`config.mk`:
```
export PLATFORM = sky130hd
export DESIGN_NAME = muldiv_ctrl
export DESIGN_NICKNAME = d
export VERILOG_FILES = /design/src/rtl/muldiv_pkg.sv /design/src/rtl/muldiv_ctrl_hilo_regs.sv /design/src/rtl/muldiv_ctrl.sv
export SDC_FILE = /design/constraint.sdc
export NUM_CORES = 1
export LEC_CHECK = 0
export BUFFER_PORTS_ARGS = -buffer_cell sky130_fd_sc_hd__buf_4
export CAP_MARGIN = 20
export CORE_AREA = 5 5 165 167
export DETAILED_ROUTE_END_ITERATION = 7
export DIE_AREA = 0 0 170 172
export PLACE_DENSITY = 0.73
export SYNTH_ARGS = -nofsm -noshare
export SYNTH_HDL_FRONTEND = slang
export SYNTH_SLANG_ARGS = --single-unit
```
`constraint.sdc`:
```
create_clock -name clk -period 4 [get_ports clk]
set_clock_uncertainty 0.1 [all_clocks]
set_input_delay 0.2 -clock clk [delete_from_list [all_inputs] [get_ports clk]]
set_output_delay 0.2 -clock clk [all_outputs]
set_load 0.02 [all_outputs]
```
`src/rtl/muldiv_pkg.sv`:
```
// Shared types and constants for the multiply/divide sequencer.
package muldiv_pkg;

    typedef enum logic [1:0] {
        IDLE   = 2'd0,
        LAUNCH = 2'd1,
        WAIT   = 2'd2
    } state_t;

    localparam logic OP_MULT = 1'b0;
    localparam logic OP_DIV  = 1'b1;

    // Wait counter must be able to hold the value TIMEOUT itself.
    function automatic int cnt_width(input int timeout);
        return $clog2(timeout + 1);
    endfunction

endpackage

```
`src/rtl/muldiv_ctrl_hilo_regs.sv`:
```
// Architectural HI/LO pair; a unit commit takes priority over MTHI/MTLO writes.
module hilo_regs (
    input  logic        clk,
    input  logic        reset,
    input  logic        commit,
    input  logic [31:0] commit_hi,
    input  logic [31:0] commit_lo,
    input  logic        hi_we,
    input  logic        lo_we,
    input  logic [31:0] wdata,
    output logic [31:0] hi,
    output logic [31:0] lo
);

    always_ff @(posedge clk) begin
        if (!reset) begin
            hi <= '0;
            lo <= '0;
        end else if (commit) begin
            hi <= commit_hi;
            lo <= commit_lo;
        end else begin
            if (hi_we) hi <= wdata;
            if (lo_we) lo <= wdata;
        end
    end

endmodule

```
`src/rtl/muldiv_ctrl.sv`:
```
// Sequencer that launches the shared MULT/DIV units, waits for done and
// commits the result into HI/LO, with div-by-zero and timeout reporting.
module muldiv_ctrl
    import muldiv_pkg::*;
#(
    parameter int TIMEOUT = 48
) (
    input  logic        clk,
    input  logic        reset,
    input  logic        op_start,
    input  logic        op_sel,
    input  logic [31:0] a,
    input  logic [31:0] b,
    input  logic        hi_we,
    input  logic        lo_we,
    input  logic [31:0] wdata,
    output logic        busy,
    output logic        op_done,
    output logic        div_zero,
    output logic        timeout,
    output logic [31:0] hi,
    output logic [31:0] lo,
    output logic        mult_start,
    output logic        div_start,
    output logic [31:0] mult_a,
    output logic [31:0] mult_b,
    output logic [31:0] div_a,
    output logic [31:0] div_b,
    input  logic        mult_done,
    input  logic        div_done,
    input  logic [31:0] mult_hi,
    input  logic [31:0] mult_lo,
    input  logic [31:0] div_quot,
    input  logic [31:0] div_rem
);

    localparam int CNT_W = cnt_width(TIMEOUT);

    state_t             state, state_nx;
    logic               op_q, op_nx;
    logic [31:0]        a_q, a_nx, b_q, b_nx;
    logic [CNT_W-1:0]   cnt, cnt_nx;
    logic               op_done_nx, div_zero_nx, timeout_nx;
    logic               mult_start_nx, div_start_nx;
    logic               unit_done, commit;
    logic [31:0]        commit_hi, commit_lo;

    assign unit_done = (op_q == OP_DIV) ? div_done : mult_done;
    assign commit_hi = (op_q == OP_DIV) ? div_rem  : mult_hi;
    assign commit_lo = (op_q == OP_DIV) ? div_quot : mult_lo;

    always_ff @(posedge clk) begin
        if (!reset) begin
            state      <= IDLE;
            op_q       <= OP_MULT;
            a_q        <= '0;
            b_q        <= '0;
            cnt        <= '0;
            op_done    <= 1'b0;
            div_zero   <= 1'b0;
            timeout    <= 1'b0;
            mult_start <= 1'b0;
            div_start  <= 1'b0;
        end else begin
            state      <= state_nx;
            op_q       <= op_nx;
            a_q        <= a_nx;
            b_q        <= b_nx;
            cnt        <= cnt_nx;
            op_done    <= op_done_nx;
            div_zero   <= div_zero_nx;
            timeout    <= timeout_nx;
            mult_start <= mult_start_nx;
            div_start  <= div_start_nx;
        end
    end

    always_comb begin
        state_nx      = state;
        op_nx         = op_q;
        a_nx          = a_q;
        b_nx          = b_q;
        cnt_nx        = cnt;
        op_done_nx    = 1'b0;
        div_zero_nx   = 1'b0;
        timeout_nx    = 1'b0;
        mult_start_nx = 1'b0;
        div_start_nx  = 1'b0;
        commit        = 1'b0;
        case (state)
            IDLE: begin
                if (op_start) begin
                    if (op_sel == OP_DIV && b == 32'd0) begin
                        op_done_nx  = 1'b1;
                        div_zero_nx = 1'b1;
                    end else begin
                        a_nx          = a;
                        b_nx          = b;
                        op_nx         = op_sel;
                        mult_start_nx = (op_sel == OP_MULT);
                        div_start_nx  = (op_sel == OP_DIV);
                        state_nx      = LAUNCH;
                    end
                end
            end
            LAUNCH: begin
                cnt_nx   = '0;
                state_nx = WAIT;
            end
            WAIT: begin
                // Done is only trusted here, after the unit has seen start.
                if (unit_done) begin
                    commit     = 1'b1;
                    op_done_nx = 1'b1;
                    state_nx   = IDLE;
                end else if (cnt == CNT_W'(TIMEOUT)) begin
                    op_done_nx = 1'b1;
                    timeout_nx = 1'b1;
                    state_nx   = IDLE;
                end else begin
                    cnt_nx = cnt + CNT_W'(1);
                end
            end
            default: state_nx = IDLE;
        endcase
    end

    assign busy   = (state != IDLE);
    assign mult_a = a_q;
    assign mult_b = b_q;
    assign div_a  = a_q;
    assign div_b  = b_q;

    hilo_regs u_hilo (
        .clk       (clk),
        .reset     (reset),
        .commit    (commit),
        .commit_hi (commit_hi),
        .commit_lo (commit_lo),
        .hi_we     (hi_we && state == IDLE),
        .lo_we     (lo_we && state == IDLE),
        .wdata     (wdata),
        .hi        (hi),
        .lo        (lo)
    );

endmodule

```
==> impl_metrics.yaml <==
outcome:
  status: "finished clean"
logic_synthesis:
  avgSynthCellArea_um2: 8.455
  yosys.cell_types.count: 49
  syn-cell-area_um2: 8328
  ys_seq_area_share_pct: 34.13
  ys_ff_latch: 142
  ys_warn_count: 0
  async_flop_share_pct: 0
  synth_nets: 1219
  synth_ff_type: "dfxtp_1"
  synth_edf_count: 0
  syn_inst: 985
placed_design:
  dp.final_hpwl_um: 23000
  dp.cells: 1595
  port-buffer-count: 429
  pre_cts_ws_ps: 1494
  dpl-instance-area_um2: 11150
  gp_congestion: 0.9231
timing:
  period_needed_ps: 2606
  fin_crit_sh_pct: 65.14
  max_clock_freq_mhz: 383.8
  worstMarginPinSlew_ps: 917.9
  relSlewSlack_pct: 38.80
  setup_viol: 0
  setup_ws_ps: 1394
  slew_violations: 0
  rsz0062_at_grt: "no"
  hold_viol: 0
  finalSetupTns_ps: 0
global_routing:
  grt_max_degree: 112
  grt_pass1_vias: 8388
  antenna_found_initial: 1
  grt_pass1_wl_um: 46620
  gr-usage-all-layers_pct: 20.02
  grt_overflow: 0
worst_setup_path:
  critical_path.startpoint_type: "input pin"
  arrival_ps: 2830
  critPathRequiredTime_ps: 4220
  crit_path_end_kind: "register"
  startpoint: "b[11]"
  rr_worst_depth: 5
  r2r-start: "op_q"
  crit_type: "in -> reg"
  cp_max_fo: 94
power_and_ir_drop:
  p_comb_share_pct: 27.5
  pwr-share-seq_pct: 37.4
  power_mw: 4.373
  switching_share_pct: 33.37
  p_switching_mw: 1.459
  p_leak_nw: 5.302
  clockPowerShare_pct: 35.1
  intPower_mw: 2.914
  irDropWorstVdd_uv: 168.9
  power.density_nw_per_um2: 363.1
die:
  rows: 59
  start_util_pct: 32.51
  fp.dieW_um: 170
  fp.dieArea_um2: 29240
  coreArea_um2: 25620
  die_y_um: 172
  ios: 430
cts:
  cts_root_buf: "clkbuf_16"
  cts_tree: "done"
  clockBufferDepth: 2
  clkLatencyLatePin_ps: 420
  cts-htree-levels: 4
  cts.sinks: 142
  cts-buffers-inserted: 17
  cts.reportedPaths.clkPinSlew_ps: 70
route:
  drtAntennaViolNets: 0
  wl_um: 31870
  vias_per_cell: 5.289
  dr_total_vias: 8790
  dr.pass1.iters: 7
  drcViolationCount: 0
  drtIter0Drc: 632
  wl_per_cell_um: 19.17
cells_and_area:
  syn_to_final_growth_pct: 44.61
  final_common_cell: "buf_4"
  n_fill_cell: 2472
  fin_nets: 1546
  layout.cells.non_filler: 1662
  finalInstanceArea_um2: 12040
  layout_common_cells: "buf_4, nand2_1, dfxtp_1, mux2i_1, a211o_1"
  drive_gt1_share_pct: 37.21
hold_path:
  holdCritPathClass: "in -> reg"
  whs_path_depth: 4
  worstHoldStart: "a[11]"
flow_run:
  drv_cap: 0
-- per-stage QoR --
step | hold WS, ps | utilization (%)
floorplan | 179.3 | -
global placement | 325.8 | 43.55
detailed placement | 318.3 | 43.55
CTS | 25.43 | 46.99
global route | 47.72 | 47.00
finish | 48.22 | 47.01
-- power by group through the flow --
stage	clock network [mW]	logic [mW]	registers, mW
after floorplan	0	0.580	1.76
after global placement	0	1.16	1.66
final	1.53	1.20	1.63
after CTS	1.59	1.20	1.63
after detailed placement	0	1.18	1.66
after global routing	1.65	1.29	1.65
-- registers in the layout, summed over array words and instances (netlist names) --
name        count
state           2
div_a          32
u_hilo.lo      32
div_b          32
div_zero        1
op_done         1
u_hilo.hi      32
op_q            1
cnt             6
div_start       1
timeout         1
mult_start      1
-- critical path, cell delays in order --
cell           delay, ps
dlygate4sd3_1        550
buf_4                140
nor4_1               580
nand4_1              150
buf_4                390
or4_1                620
o2111ai_1            120
-- layer usage --
metal  global-route usage (%)  vias to the layer above  share of wire [%]
met5                        0                        -                  0
met1                    23.93                     4129                 38
met4                    7.153                        0                2.6
met3                    5.121                       40                8.8
met2                    34.94                      382                 50
li1                         -                     4239                  -
-- kinds of logic (layout without fill, tap and decap cells) --
| logic type | Yosys count | in the layout | synth area share (%) |
|---|---|---|---|
| fa+ha+maj | 2 | 2 | 0.3004 |
| flops | 142 | 142 | 34.13 |
| simple gates | 319 | 319 | 19.88 |
| compound gates | 283 | 283 | 25.60 |
| other cells | 0 | 2 | 0 |
| buf+inv | 171 | 511 | 11.87 |
| xor+xnor | 1 | 1 | 0.1052 |
| mux | 67 | 67 | 8.113 |
-- layout make-up --
| type | instances | area, µm² | share of cell area, % |
|---|---|---|---|
| tap | 335 | 419.2 | 3.481 |
| sequential | 142 | 2846 | 23.64 |
| antenna | 2 | 5.005 | 0.04156 |
| timing repair buffer | 473 | 3671 | 30.48 |
| inverter | 6 | 22.52 | 0.1870 |
| clock buffer | 17 | 425.4 | 3.532 |
| multi-input combinational | 672 | 4526 | 37.58 |
| clock inverter | 15 | 127.6 | 1.060 |
-- what timing repair did --
action                                 in CTS  in global routing
resized for setup                           0                  0
buffers inserted                            0                  0
setup endpoints to repair                   0                  0
endpoints found under the hold margin      34                  0
hold buffers                               33                  0
-- Yosys cell counts (7+ instances only) --
library cell	number	area share [%]
a211o_1	65	6.8
a21boi_1	64	5.8
a21o_1	7	0.63
a21oi_1	35	2.1
and3_1	33	2.5
buf_2	25	1.5
buf_4	64	5.8
buf_6	8	1.1
clkbuf_1	64	2.9
dfxtp_1	142	34
mux2i_1	66	7.9
nand2_1	165	7.4
nand3_1	33	2.0
o2111ai_1	33	3.5
o211ai_1	22	2.0
o21ai_1	34	2.0
or4_1	57	5.1
-- worst paths after layout --
| kind | to | slack [ps] |
|---|---|---|
| min | div_a[11] | 50 |
| max | op_q | 1390 |
| min reg2reg | u_hilo.hi[11] | 350 |
| max reg2reg | u_hilo.lo[0] | 1440 |
Power figures use the tool's default switching activity.
